### src/rtl/frame_buffer_receiver.sv
// Frame-buffer stream sink: in-order pixel capture into a small FIFO, popped by the host.
// Build macro FB_RX_SEQ_ERR_EN enables skipped-pixel and early frame_done detection.
`ifndef WIDTH
`define WIDTH 640
`endif
`ifndef HEIGHT
`define HEIGHT 480
`endif
`ifndef FRAME_BUFFER_ADDR_SIZE
`define FRAME_BUFFER_ADDR_SIZE 19
`endif

module frame_buffer_receiver #(
    parameter int PIXELS = `WIDTH * `HEIGHT,
    parameter int ADDR_W = `FRAME_BUFFER_ADDR_SIZE,
    parameter int DEPTH  = 8
) (
    input  logic              clk,
    input  logic              n_rst,
    input  logic              start,
    input  logic [31:0]       pixel_data,
    input  logic [ADDR_W-1:0] pixel_addr,
    input  logic              frame_done,
    output logic              ready_for_data,
    input  logic              rd_en,
    output logic [31:0]       rd_data,
    output logic              rd_valid,
    output logic              frame_received,
    output logic              seq_err
);
    localparam int PTR_W = $clog2(DEPTH);
    localparam int CNT_W = PTR_W + 1;
    localparam logic [ADDR_W-1:0] LAST_ADDR = ADDR_W'(PIXELS - 1);
    localparam logic [CNT_W-1:0]  DEPTH_CNT = CNT_W'(DEPTH);

    typedef enum logic [1:0] {IDLE, RECEIVE, DRAIN, DONE} state_t;

    state_t            state_q;
    logic [ADDR_W-1:0] expected_addr_q;
    logic [PTR_W-1:0]  wr_ptr_q;
    logic [PTR_W-1:0]  rd_ptr_q;
    logic [CNT_W-1:0]  count_q;
    logic [CNT_W-1:0]  count_d;
    logic [23:0]       mem_q [DEPTH];
    logic [31:0]       rd_data_q;
    logic              rd_valid_q;
    logic              frame_received_q;
    logic              seq_err_q;
    logic              push;
    logic              pop;
    logic              skip;
    logic              early_end;
    logic              unused_bits;

    assign ready_for_data = (state_q == RECEIVE) && (count_q < DEPTH_CNT);
    assign push           = ready_for_data && (pixel_addr == expected_addr_q);
    assign pop            = rd_en && (count_q != '0);
    assign count_d        = count_q + CNT_W'(push) - CNT_W'(pop);

`ifdef FB_RX_SEQ_ERR_EN
    assign skip        = ready_for_data && (pixel_addr > expected_addr_q);
    assign early_end   = (state_q == RECEIVE) && frame_done;
    assign unused_bits = ^pixel_data[31:24];
`else
    assign skip        = 1'b0;
    assign early_end   = 1'b0;
    assign unused_bits = ^{pixel_data[31:24], frame_done};
`endif

    always_ff @(posedge clk or negedge n_rst) begin
        if (!n_rst) begin
            state_q          <= IDLE;
            expected_addr_q  <= '0;
            wr_ptr_q         <= '0;
            rd_ptr_q         <= '0;
            count_q          <= '0;
            rd_data_q        <= '0;
            rd_valid_q       <= 1'b0;
            frame_received_q <= 1'b0;
            seq_err_q        <= 1'b0;
            for (int i = 0; i < DEPTH; i++) begin
                mem_q[i] <= '0;
            end
        end else begin
            count_q          <= count_d;
            rd_valid_q       <= pop;
            frame_received_q <= 1'b0;
            if (push) begin
                mem_q[wr_ptr_q] <= pixel_data[23:0];
                wr_ptr_q        <= wr_ptr_q + PTR_W'(1);
                expected_addr_q <= expected_addr_q + ADDR_W'(1);
            end
            if (pop) begin
                rd_data_q <= {8'h00, mem_q[rd_ptr_q]};
                rd_ptr_q  <= rd_ptr_q + PTR_W'(1);
            end
            case (state_q)
                IDLE: begin
                    if (start) begin
                        state_q         <= RECEIVE;
                        expected_addr_q <= '0;
                        seq_err_q       <= 1'b0;
                    end
                end
                RECEIVE: begin
                    if (skip || early_end) begin
                        seq_err_q <= 1'b1;
                    end
                    if ((push && (pixel_addr == LAST_ADDR)) || early_end) begin
                        state_q <= DRAIN;
                    end
                end
                DRAIN: begin
                    // count_d already reflects a pop in this cycle
                    if (count_d == '0) begin
                        state_q          <= DONE;
                        frame_received_q <= 1'b1;
                    end
                end
                DONE:    state_q <= IDLE;
                default: state_q <= IDLE;
            endcase
        end
    end

    assign rd_data        = rd_data_q;
    assign rd_valid       = rd_valid_q;
    assign frame_received = frame_received_q;
    assign seq_err        = seq_err_q;

endmodule
### config.mk
export PLATFORM = sky130hd
export DESIGN_NAME = frame_buffer_receiver
export DESIGN_NICKNAME = d
export VERILOG_FILES = /design/src/rtl/frame_buffer_receiver.sv
export SDC_FILE = /design/constraint.sdc
export NUM_CORES = 1
export LEC_CHECK = 0
export ABC_AREA = 1
export CORE_MARGIN = 2
export CORE_UTILIZATION = 49
export DETAILED_ROUTE_END_ITERATION = 12
export HOLD_SLACK_MARGIN = 0.08
export PLACE_DENSITY = 0.68
export RECOVER_POWER = 50
export SKIP_LAST_GASP = 1
export SLEW_MARGIN = 20
export SYNTH_ARGS = -nofsm -noshare
export SYNTH_HDL_FRONTEND = slang
export SYNTH_SLANG_ARGS = --single-unit
### constraint.sdc
create_clock -name clk -period 6.2 [get_ports clk]
set_input_delay 1.55 -clock clk [delete_from_list [all_inputs] [get_ports clk]]
set_output_delay 1.55 -clock clk [all_outputs]
set_load 0.01 [all_outputs]
# [After elaboration in Yosys (flattened, before gate mapping)]
# Cells that the tools add are included.
[word_totals] ff_bits=249 input_bits=56 out_inout_bits=36 elab_cells=59
[classes] add_sub_neg=5 order_cmp=4 n_eq_ne=8 muxes=15 bitwise_logic=2 n_reduce_logical=9
[ops] operator="bitwise mux 192 bit" count=1
[ops] operator="binary-select mux 24 bit (select 3 bit)" count=1
[ops] operator="demux 24 bit (select 3 bit)" count=1
[ops] operator="2-to-1 mux 24 bit" count=3
[ops] operator="2-to-1 mux 19 bit" count=3
[ops] operator="adder 19 x 1 -> 19 bit (second input constant)" count=1
[ops] operator="equality test 19 bit" count=1
[ops] operator="equality test 19 bit (second input constant)" count=1
[ops] operator="greater-or-equal comparator 4 bit (second input constant)" count=2
[ops] operator="NOT 3 -> 4 bit" count=2
[ops] operator="case mux 2 bit (4 select lines)" count=1
[ops] operator="adder 3 x 1 -> 3 bit (second input constant)" count=2
[ops] operator="2-to-1 mux 2 bit" count=3
[ops] operator="logical AND 1 bit" count=5
[ops] operator="adder 4 x 1 -> 4 bit" count=1
[ops] operator="equality test 2 bit (second input constant)" count=2
[ops] operator="logical NOT 4 bit" count=1
[ops] operator="less-than comparator 4 x 1 -> 1 bit (second input constant)" count=1
[ops] operator="less-than comparator 4 bit (second input constant)" count=1
[ops] operator="inequality test 2 bit (second input constant)" count=2
[ops] operator="nonzero test 4 bit" count=1
[ops] operator="subtractor 4 x 1 -> 4 bit" count=1
[ops] operator="AND reduction 3 bit" count=1
[ops] operator="equality test 2 x 1 -> 1 bit (second input constant)" count=1
[ops] operator="other kinds (3)" count=4

# [Depth between registers and ports, before layout]
# Gate-level depths: netlist of run 1.
[depth] word_depth=8 mapped_depth=22 ltp_nobuf=22

# [Worst setup path after synthesis of run 1]
# Ideal clock, no wire load.
[synth_timing] kind="input-to-reg" from="input pixel_addr[17]" to="register state_q[1]" setup_time_ns=0.117 t_arrival_ns=4.088 required_ns=6.083 slack_ns=1.995 stages=20 path_buffers=0 path_cell_list="inv_1 nand2_1 nand2_1 nor2_1 nand2_1 nor2_2 nand3_1 ha_1 inv_1 ha_1 inv_1 fa_1 inv_1 or2_2 nor2_1 nand3_1 a22oi_1 nand2_1 nand2_1 nand2_1"
[synth_between] elab_chain_cells=7 elab_cells_between_ends=10 cone_classes="add/sub (2); eq/ne (4); reduce/logical (4)"
[synth_rtl] element="start: declaration" line_no="22" source="input logic [ADDR_W-1:0] pixel_addr,"
[synth_rtl] element="equality test 19 bit" line_no="56" source="assign push = ready_for_data && (pixel_addr == expected_addr_q);"
[synth_rtl] element="logical AND 1 bit" line_no="56"
[synth_rtl] element="adder 4 x 1 -> 4 bit" line_no="58" source="assign count_d = count_q + CNT_W'(push) - CNT_W'(pop);"
[synth_rtl] element="subtractor 4 x 1 -> 4 bit" line_no="58"
[synth_rtl] element="via count_d[1]" line_no="43" source="logic [CNT_W-1:0] count_d;"
[synth_rtl] element="logical NOT 4 bit" line_no="115" source="if (count_d == '0) begin"
[synth_rtl] element="inequality test 2 bit (no source line)"
[synth_rtl] element="AND reduction 3 bit (no source line)"
[synth_rtl] element="end signal: assignment" line_no="116" source="state_q <= DONE;"
[synth_rtl] element="end signal: assignment" line_no="120" source="DONE: state_q <= IDLE;"
[synth_rtl] element="end signal: assignment" line_no="121" source="default: state_q <= IDLE;"
[synth_rtl] element="end: declaration" line_no="38" source="state_t state_q;"
# The timed path passes the listed nets, and every way through them passes these cells.
# A chain may end at the register's enable or synchronous reset.

# [Final worst setup path of run 1]
# Ends and elaborated chain as after synthesis.

==> impl_results.rst, run 1 <==
.. list-table::
   :header-rows: 1

   * - Metric
     - Value
   * - Final clock skew
     - 0.0131 ns
   * - Die width
     - 166 um
   * - Synth top area cells
     - dfrtp_1 (49%), nand2_1 (20%), inv_1 (4.4%)
   * - Vertical die dimension
     - 166 um
   * - Cell area power density
     - 335 mW/mm2
   * - Peak fanout along the critical path
     - 8
   * - Worst IR Drop VDD
     - 0.207 mV
   * - Worst R2R Setup Slack
     - 2.18 ns
   * - Area taken by flip-flops and latches
     - 0.00624 mm2
   * - Clock slew at reported path FFs
     - 0.06 ns
   * - Post-synth EDFFs
     - 0
   * - CTS H-Tree Depth
     - 1
   * - Crit-path leading delay family
     - simple AND/OR/NAND/NOR gates
   * - Area growth syn-to-layout
     - 13.1%
   * - Area fraction of the dominant cell type after synthesis
     - 48.7%
   * - Final RePlAce weighted congestion
     - 0.899
   * - Global-route wire length before repair
     - 53800 um
   * - Required time reported for the critical path endpoint
     - 6.64 ns
   * - Syn. warnings
     - 0
   * - Starting density of the core
     - 49.5%
   * - Area leader, netlist
     - dfrtp_1
   * - CTS tree
     - yes
   * - Leakage power
     - 7.55 nW
   * - Setup CP Type
     - in -> reg
   * - Combined global-route utilization of all metal layers
     - 24.9%
   * - Most common library cells after synthesis
     - nand2_1 (675), dfrtp_1 (249), inv_1 (149)
   * - Violated checks
     - max-capacitance violations, max-slew violations
   * - Cell repeated most along the worst path
     - nand2_1
   * - TritonCTS buffer count
     - 28
   * - Final critical-path required period
     - 4.75 ns
   * - Via count
     - 10700
   * - Total negative slack for setup checks
     - 0 ns
   * - Remaining antenna violation count
     - 0
   * - Number of max-slew violations in the final report
     - 167
   * - Initial antenna violation count
     - 0
   * - Cells after synthesis
     - 1667
   * - Dominant register cell in the synthesized netlist
     - dfrtp_1
   * - Slowest cell on crit path
     - clkdlybuf4s50_1
   * - CP Capture Type
     - flip-flop
   * - Worst EP arrival
     - 5.18 ns
   * - # clock sinks
     - 249
   * - Most repeated cell in the gate-level netlist after synthesis
     - nand2_1
   * - Antenna diode count
     - 0
   * - Slew margin rel.
     - -97.0%
   * - Maxcap violations
     - 2
   * - Detailed Route WL
     - 33000 um
   * - Remaining design rule violation count
     - 0
   * - Area of combinational cells with multiple inputs
     - 0.00542 mm2
   * - Final-report hold violation count
     - 0
   * - Total buffers and inverters traversed by the critical path
     - 5
   * - Maximum buffer depth of the clock tree
     - 3
   * - Startpoint types
     - input pin
   * - CP Cell Sequence
     - clkdlybuf4s50_1, inv_1, nand2_1, nand2_1, nor2_1, nand2_1, nor2_2, nand3_1, ha_1, inv_1, ha_1, inv_1, fa_1, inv_1, or2_2, nor2_1, nand3_1, a22oi_1, nand2_1, nand2_1, nand2_1
   * - Result of the run
     - complete, but fails checks
   * - Path category of the worst min-delay check
     - reg -> reg
   * - RSZ-0062 raised after global routing
     - no
   * - Largest stage delay on the critical path
     - 0.53 ns
   * - Distinct cells, synth
     - 32
   * - Detailed-router iteration count before antenna repair
     - 5
   * - HPWL reported at the end of detailed placement
     - 19800 um
   * - Row Count
     - 59
   * - Post-cts repair resize count
     - 0
   * - DRC marker count from the first detailed-route iteration
     - 969
   * - Final-report setup violation count
     - 0
   * - Fraction of final layout cells sized beyond drive strength 1
     - 5.28%
   * - Area of the core
     - 0.0258 mm2
   * - Die area
     - 0.0274 mm2
   * - Via density per instance
     - 5.23
   * - Final core utilization
     - 55.9%
   * - Ys async rst share
     - 100%
   * - Number of post-CTS setup repair buffers
     - 0
   * - Clock root buffer master
     - clkbuf_16
   * - Final routed wire length divided by cell count
     - 16.2 um
   * - Fin nets
     - 1751
   * - Sequential share of the synthesized area
     - 48.7%
   * - Maximum number of pins on one net before global-route repair
     - 138
   * - Port Buffer Count
     - 73
   * - Syn avg cell area
     - 7.67 um2
   * - Slew at the pin with the worst max-slew slack
     - 2.96 ns
   * - Period Utilization, post-route
     - 76.5%
   * - Number of synthesized register bits
     - 249
   * - Filler cell count in the final layout
     - 2438
   * - Source-to-sink clock delay at the later pin of the worst-skew pair
     - 0.55 ns
   * - Gr ovfl total
     - 0
   * - IO Count
     - 92
   * - Vias in the first global route
     - 10000
   * - Number of hold buffers added after cts
     - 0
   * - Cell area after synthesis
     - 0.0128 mm2
   * - Fmax
     - 211 MHz
## layout make-up
cell class / count / area share [%]
Clock buffer: 44 / 6.02
Clock inverter: 7 / 0.519
Inverter: 157 / 4.08
Multi-Input combinational cell: 1159 / 37.5
Sequential cell: 249 / 43.2
Tap cell: 335 / 2.90
Timing Repair Buffer: 87 / 5.81
## sequential cells by signal, indices dropped and copies added, names as in the netlist
name / count
count_q: 4
state_q: 2
rd_ptr_q: 3
rd_data: 24
expected_addr_q: 19
frame_received: 1
mem_q: 192
rd_valid: 1
wr_ptr_q: 3
## worst register-to-register path, cell delays in order, from the launching register on
cell and delay [ns]:
dfrtp_1 0.40, inv_1 0.11, ha_1 0.17, nand2_1 0.14
inv_1 0.18, nand2_1 0.07, nor2_1 0.08, nand2_1 0.06
nor2_1 0.14, nand3_1 0.34, ha_1 0.41, inv_1 0.05
ha_1 0.15, inv_1 0.05, fa_1 0.47, inv_1 0.05
or2_2 0.27, nor2_1 0.11, nand3_1 0.12, a22oi_1 0.28
nand2_1 0.12, nand2_1 0.07, nand2_1 0.05
## cell usage in the layout, fill, tap and decap left out, types with 6 or more instances in the layout
cell	instances
nand2_1	673
dfrtp_1	247
inv_1	149
o21ai_0	88
nand3_1	87
nor2_1	77
clkdlybuf4s50_1	71
a21oi_1	58
mux2i_1	48
o211ai_1	48
clkbuf_16	28
o21ai_1	14
ha_1	12
buf_4	12
clkbuf_8	11
conb_1	9
inv_2	8
nor3_1	7
nand4_1	7
nor2_2	6
clkbuf_1	6
## through the flow
stage	hold slack (ns)	instance area, um2	setup WS (ns)	total power (W)	std cells
after global routing	0.485	14500	1.15	0.00510	2038
after global placement	0.448	13500	1.01	0.00319	1987
after detailed placement	0.453	13500	0.916	0.00321	1987
after CTS	0.468	14500	1.49	0.00489	2038
final	0.462	14500	1.45	0.00485	2038
after floorplan	0.437	12800	2.00	0.00272	1675
## report_power, final
| group | internal [W] | switching (W) |
|---|---|---|
| registers | 0.00173 | 0.000240 |
| clock network | 0.00100 | 0.000678 |
| logic | 0.000525 | 0.000669 |
## logic make-up (layout without fill, tap and decap cells)
family	Yosys count	after routing	share of synthesized area (%)
and+or+nand+nor	873	873	27.4
buffers and inverters	267	295	9.14
DFF	249	249	48.7
AOI/OAI and AO/OA	210	210	9.20
muxes	48	48	3.76
adders and majority gates	13	13	1.33
xor gates and xnor gates	6	6	0.411
other	1	9	0.0293
## per-layer routing
metal / GRT usage, % / up-vias / wire, um
met4: 4.27 / 0 / 411
met3: 2.90 / 34 / 1820
li1: - / 5250 / -
met2: 40.7 / 315 / 15400
met5: 0 / - / 0
met1: 36.2 / 5054 / 15400
## worst paths after layout
kind | startpoint | endpoint | cells past startpoint
worst max register to register | state_q[1] | state_q[1] | 22
max in group asynchronous | n_rst | rd_ptr_q[0] | 1
worst max-delay path | pixel_addr[17] | state_q[1] | 21
min in group asynchronous | n_rst | mem_q[103] | 1
worst min-delay path | mem_q[92] | mem_q[92] | 2
worst min register to register | mem_q[92] | mem_q[92] | 2
No activity file was read; power rests on OpenSTA's default activity.
==> inputs of run 2 (changes only) <==
--- a/config.mk
+++ b/config.mk
@@ -10,7 +10,7 @@
 export CORE_UTILIZATION = 49
 export DETAILED_ROUTE_END_ITERATION = 12
 export HOLD_SLACK_MARGIN = 0.08
-export PLACE_DENSITY = 0.68
+export PLACE_DENSITY = 0.71
 export RECOVER_POWER = 50
 export SKIP_LAST_GASP = 1
 export SLEW_MARGIN = 20
==> constraint.sdc (replaced) <==
create_clock -name clk -period 4.3 [get_ports clk]
set_input_delay 1.075 -clock clk [delete_from_list [all_inputs] [get_ports clk]]
set_output_delay 1.075 -clock clk [all_outputs]
set_load 0.01 [all_outputs]
==> run 2 against run 1 <==
  * Flip-flop and latch count stayed put
  * Wire length rose by 2.4%
  * Global-route usage increased by 0.45 points
  * Critical path depth decreased by 16
  * Setup slack worse by 1.2 ns
  * The flow still finishes with violations (max-capacitance violations, max-slew violations)
  * Final cell count grew 2.3%
  * Die area unchanged
==> impl_results.rst, run 2 (same netlist as run 1, synthesis figures left out) <==
.. list-table::
   :header-rows: 1

   * - Metric
     - Value
   * - Clock slew at reported path FFs
     - 0.06 ns
   * - Die width
     - 166 um
   * - Detailed Route WL
     - 33800 um
   * - CTS tree
     - yes
   * - Fmax
     - 245 MHz
   * - Hold path cells
     - 2
   * - Final RePlAce weighted congestion
     - 0.882
   * - Port Buffer Count
     - 73
   * - Worst EP arrival
     - 4.50 ns
   * - Clock root buffer master
     - clkbuf_16
   * - Startpoint types
     - input pin
   * - Cell count of the worst reg-to-reg path
     - 22
   * - Final-report setup violation count
     - 0
   * - Global-route wire length before repair
     - 54800 um
   * - Die area
     - 0.0274 mm2
   * - Cell area power density
     - 460 mW/mm2
   * - Maxcap violations
     - 2
   * - Worst IR Drop VDD
     - 0.320 mV
   * - Most frequent cells in the layout
     - nand2_1 (675), dfrtp_1 (247), inv_1 (149), o21ai_0 (88), nand3_1 (87)
   * - Source-to-sink clock delay at the later pin of the worst-skew pair
     - 0.54 ns
   * - Vertical die dimension
     - 166 um
   * - Post-cts repair resize count
     - 0
   * - Remaining antenna violation count
     - 0
   * - Number of post-CTS setup repair buffers
     - 0
   * - DRC marker count from the first detailed-route iteration
     - 921
   * - Final critical-path required period
     - 4.08 ns
   * - Number of hold buffers added after cts
     - 0
   * - Final routed wire length divided by cell count
     - 16.2 um
   * - Result of the run
     - complete, but fails checks
   * - Period Utilization, post-route
     - 94.8%
   * - # clock sinks
     - 249
   * - Commonest non-fill, non-tap cell in the layout
     - nand2_1
   * - HPWL reported at the end of detailed placement
     - 22000 um
   * - Post-route cell area
     - 0.0147 mm2
   * - Via density per instance
     - 5.24
   * - Violated checks
     - max-capacitance violations, max-slew violations
   * - Largest register FFs
     - 192
   * - TritonCTS buffer count
     - 27
   * - Peak fanout along the critical path
     - 53
   * - Detailed-router iteration count before antenna repair
     - 5
   * - Leakage power
     - 7.72 nW
   * - Setup CP Type
     - in -> reg
   * - CP Capture Type
     - flip-flop
   * - CTS H-Tree Depth
     - 1
   * - Row Count
     - 59
   * - Antenna diode count
     - 0
   * - Maximum number of pins on one net before global-route repair
     - 107
   * - Area of the core
     - 0.0258 mm2
   * - Largest register by flop count
     - mem_q
   * - Remaining design rule violation count
     - 0
   * - WHS
     - 0.465 ns
   * - Filler cell count in the final layout
     - 2394
   * - Initial antenna violation count
     - 0
   * - Gr ovfl total
     - 0
   * - Path category of the worst min-delay check
     - reg -> reg
   * - Combined global-route utilization of all metal layers
     - 25.3%
   * - Via count
     - 10900
   * - Required time reported for the critical path endpoint
     - 4.72 ns
   * - Final-report hold violation count
     - 0
   * - Fraction of final layout cells sized beyond drive strength 1
     - 7.60%
   * - Fin nets
     - 1800
   * - Area growth syn-to-layout
     - 15.0%
   * - IO Count
     - 92
   * - Slew margin rel.
     - -82.7%
   * - Maximum buffer depth of the clock tree
     - 3
   * - Post-Place Cell Area
     - 0.0139 mm2
   * - Total negative slack for setup checks
     - 0 ns
   * - Starting density of the core
     - 49.5%
   * - Vias in the first global route
     - 10500
   * - Number of max-slew violations in the final report
     - 160
   * - RSZ-0062 raised after global routing
     - no
   * - Final clock skew
     - 0.0265 ns
   * - Slew at the pin with the worst max-slew slack
     - 2.74 ns
## run 2: cell types whose count changed in the layout (fill, tap and decap cells not counted), sizes merged
cell and change:
buf +47, clkinvlp +1, clkbuf -2, clkinv +1, bufinv -1
## run 2: critical path, cell delays in order
cell and delay (ns):
dlygate4sd3_1 0.53, a21boi_0 0.28, clkbuf_1 1.91, o211ai_1 0.47, o21ai_0 0.20
## run 2: per-stage QoR
stage / setup WS (ns) / utilization, % / power [W] / instances
after global placement: -0.106 / 53.9 / 0.00461 / 2037
after detailed placement: -0.165 / 53.9 / 0.00464 / 2037
after floorplan: 0.570 / - / 0.00392 / 1675
final: 0.223 / 56.9 / 0.00676 / 2084
after global routing: 0.0499 / 56.9 / 0.00714 / 2084
after CTS: 0.355 / 57.0 / 0.00681 / 2084
## run 2: power by group
part           switching [W]  total (W)  internal (W)  leakage [nW]
Combinational        0.00111    0.00190      0.000787          4.00
Clock               0.000926    0.00216       0.00124         0.405
Sequential          0.000199    0.00270       0.00250          3.32
Total                0.00224    0.00676       0.00452          7.72
## run 2: routing by layer
layer / up-vias / part of all wire [%] / track usage (%)
met3: 56 / 5.2 / 2.75
met2: 314 / 47 / 41.9
met5: - / 0 / 0
li1: 5337 / - / -
met4: 0 / 2.1 / 7.17
met1: 5211 / 45 / 35.4
## run 2: area by class of cell
| type | instances | area, um2 | area share (%) |
|---|---|---|---|
| clock buffers | 39 | 771 | 5.24 |
| clock inverters | 8 | 46.3 | 0.315 |
| multi-input cells | 1159 | 5420 | 36.9 |
| inverters | 157 | 589 | 4.01 |
| repair buffers | 137 | 1220 | 8.30 |
| flip-flops and latches | 249 | 6240 | 42.4 |
| well taps | 335 | 419 | 2.85 |
## run 2: worst paths after layout
path                            startpoint           to  slack (ns)
max in group asynchronous            n_rst  rd_ptr_q[0]        0.95
worst min register to register  mem_q[179]   mem_q[179]        0.46
worst max register to register  state_q[1]   state_q[0]        0.61
worst min-delay path            mem_q[179]   mem_q[179]        0.46
worst max-delay path                 rd_en  rd_data[14]        0.22
min in group asynchronous            n_rst   rd_data[9]        1.37
==> inputs of run 3 (changes only) <==
--- a/config.mk
+++ b/config.mk
@@ -6,11 +6,10 @@
 export NUM_CORES = 1
 export LEC_CHECK = 0
 export ABC_AREA = 1
-export CORE_MARGIN = 2
-export CORE_UTILIZATION = 49
+export CORE_UTILIZATION = 45
 export DETAILED_ROUTE_END_ITERATION = 12
 export HOLD_SLACK_MARGIN = 0.08
-export PLACE_DENSITY = 0.71
+export PLACE_DENSITY = 0.66
 export RECOVER_POWER = 50
 export SKIP_LAST_GASP = 1
 export SLEW_MARGIN = 20
==> run 3 against run 2 <==
  * The flow still finishes with violations (max-capacitance violations, max-slew violations)
  * Clock skew shrank 0.012 ns
  * Flip-flop and latch count is the same
  * Largest cell class unchanged
  * Wire length grew 1.2%
  * Largest power group unchanged
  * Critical endpoint is now rd_data[2]
  * Clock-buffer cell count grew 2
  * Final cell count grew 1.6%
  * Utilization shrank 3.6 points
==> impl_results.rst, run 3 (same netlist as run 1, synthesis figures left out) <==
.. list-table::
   :header-rows: 1

   * - Metric
     - Value
   * - Via density per instance
     - 5.09
   * - Detailed-router iteration count before antenna repair
     - 5
   * - Maximum number of pins on one net before global-route repair
     - 99
   * - Startpoint types
     - input pin
   * - HPWL reported at the end of detailed placement
     - 21800 um
   * - TritonCTS buffer count
     - 28
   * - Die width
     - 171 um
   * - Source-to-sink clock delay at the later pin of the worst-skew pair
     - 0.55 ns
   * - CP Capture Type
     - flip-flop
   * - Cell area power density
     - 481 mW/mm2
   * - Slew at the pin with the worst max-slew slack
     - 2.65 ns
   * - Period Utilization, post-route
     - 93.5%
   * - Number of post-CTS setup repair buffers
     - 0
   * - Setup CP Type
     - in -> reg
   * - Final critical-path required period
     - 4.02 ns
   * - Number of max-slew violations in the final report
     - 152
   * - Gr ovfl total
     - 0
   * - Total Power Consumption
     - 0.00714 W
   * - Vertical die dimension
     - 171 um
   * - Final-report setup violation count
     - 0
   * - Final routed wire length divided by cell count
     - 16.1 um
   * - CTS tree
     - yes
   * - Total negative slack for setup checks
     - 0 ns
   * - Slew margin rel.
     - -76.6%
   * - Result of the run
     - complete, but fails checks
   * - IO Count
     - 92
   * - Initial antenna violation count
     - 2
   * - # clock sinks
     - 249
   * - Violated checks
     - max-capacitance violations, max-slew violations
   * - Path category of the worst min-delay check
     - reg -> reg
   * - Clock slew at reported path FFs
     - 0.06 ns
   * - Starting density of the core
     - 45.9%
   * - CTS H-Tree Depth
     - 1
   * - Vias in the first global route
     - 10600
   * - Largest stage delay on the critical path
     - 1.90 ns
   * - Required time reported for the critical path endpoint
     - 4.72 ns
   * - Post-cts repair resize count
     - 0
   * - Filler cell count in the final layout
     - 2613
   * - Worst IR Drop VDD
     - 0.372 mV
   * - Remaining antenna violation count
     - 0
   * - Clock root buffer master
     - clkbuf_16
   * - Maxcap violations
     - 2
   * - Die area
     - 0.0291 mm2
   * - Area growth syn-to-layout
     - 16.2%
   * - Worst EP arrival
     - 4.44 ns
   * - Number of hold buffers added after cts
     - 0
   * - Final RePlAce weighted congestion
     - 0.854
   * - Total buffers and inverters traversed by the critical path
     - 2
   * - Final clock skew
     - 0.0142 ns
   * - Peak fanout along the critical path
     - 53
   * - Via count
     - 10800
   * - Fin nets
     - 1788
   * - Port Buffer Count
     - 73
   * - Fraction of final layout cells sized beyond drive strength 1
     - 6.90%
   * - Commonest non-fill, non-tap cell in the layout
     - nand2_1
   * - Most frequent cells in the layout
     - nand2_1 (675), dfrtp_1 (247), inv_1 (149), o21ai_0 (88), nand3_1 (87)
   * - Fmax
     - 249 MHz
   * - DRC marker count from the first detailed-route iteration
     - 835
   * - Leakage power
     - 7.74 nW
   * - Maximum buffer depth of the clock tree
     - 3
   * - RSZ-0062 raised after global routing
     - no
   * - Detailed Route WL
     - 34200 um
   * - Area of the core
     - 0.0279 mm2
   * - Largest register FFs
     - 192
   * - CP Cell Sequence
     - dlygate4sd3_1, a21boi_4, clkbuf_1, o211ai_1, o21ai_0
   * - Row Count
     - 61
   * - Largest register by flop count
     - mem_q
   * - Final-report hold violation count
     - 0
   * - Crit-path leading delay family
     - buffers and inverters
   * - Global-route wire length before repair
     - 55900 um
   * - Slowest cell on crit path
     - clkbuf_1
   * - Combined global-route utilization of all metal layers
     - 24.5%
   * - Remaining design rule violation count
     - 0
## run 3: cell count changes in the layout (fill, tap and decap cells not counted), moves of 2 or more
cell       change
clkinv_2       -3
buf_4         -18
clkbuf_2       -2
clkbuf_8       +2
bufinv_16      +4
clkbuf_1       +3
buf_12         +3
## run 3: cell type report
class / instances / area [um2] / area share [%]
Clock buffer: 41 / 820 / 5.52
Clock inverter: 9 / 160 / 1.08
Tap cell: 378 / 473 / 3.18
Timing Repair Buffer: 124 / 1150 / 7.74
Inverter: 157 / 589 / 3.97
Antenna cell: 1 / 2.50 / 0.0168
Sequential cell: 249 / 6240 / 42.0
Multi-Input combinational cell: 1159 / 5430 / 36.5
## run 3: report_power, final
group | internal [W] | switching, W | total (W)
registers | 0.00250 | 0.000200 | 0.00270
clock network | 0.00156 | 0.000974 | 0.00253
logic | 0.000790 | 0.00112 | 0.00191
total | 0.00485 | 0.00230 | 0.00714
## run 3: per-layer routing
metal / vias to the layer above / part of all wire [%] / global-route usage (%)
met5: - / 0 / 0
met4: 0 / 1.7 / 5.88
met3: 54 / 5.7 / 3.01
met2: 275 / 47 / 40.4
met1: 5140 / 46 / 34.3
li1: 5317 / - / -
## run 3: worst min-delay path: stages (launching register included)
cell and delay [ns]:
dfrtp_1 0.33, nand2_1 0.05, nand2_1 0.04
## run 3: path summary, 6_finish.rpt
path / startpoint / to / slack [ns] / cells after the start
setup / recovery: rd_en / rd_data[2] / 0.28 / 5
hold / removal: mem_q[74] / mem_q[74] / 0.46 / 2
setup reg to reg: state_q[1] / state_q[1] / 0.63 / 22
max in group asynchronous: n_rst / rd_data[5] / 0.87 / 2
min in group asynchronous: n_rst / mem_q[124] / 1.31 / 1
hold reg to reg: mem_q[74] / mem_q[74] / 0.46 / 2
## run 3: per-stage QoR
step | util, % | setup WS (ns) | area (um2) | cells | hold slack (ns)
2_1_floorplan | - | 0.570 | 12800 | 1675 | 0.437
3_3_place_gp | 49.9 | -0.0871 | 13900 | 2067 | 0.448
3_5_place_dp | 49.9 | -0.155 | 13900 | 2067 | 0.453
4_1_cts | 53.4 | 0.376 | 14900 | 2117 | 0.468
5_1_grt | 53.3 | 0.0966 | 14900 | 2117 | 0.480
6_report | 53.3 | 0.279 | 14900 | 2118 | 0.463
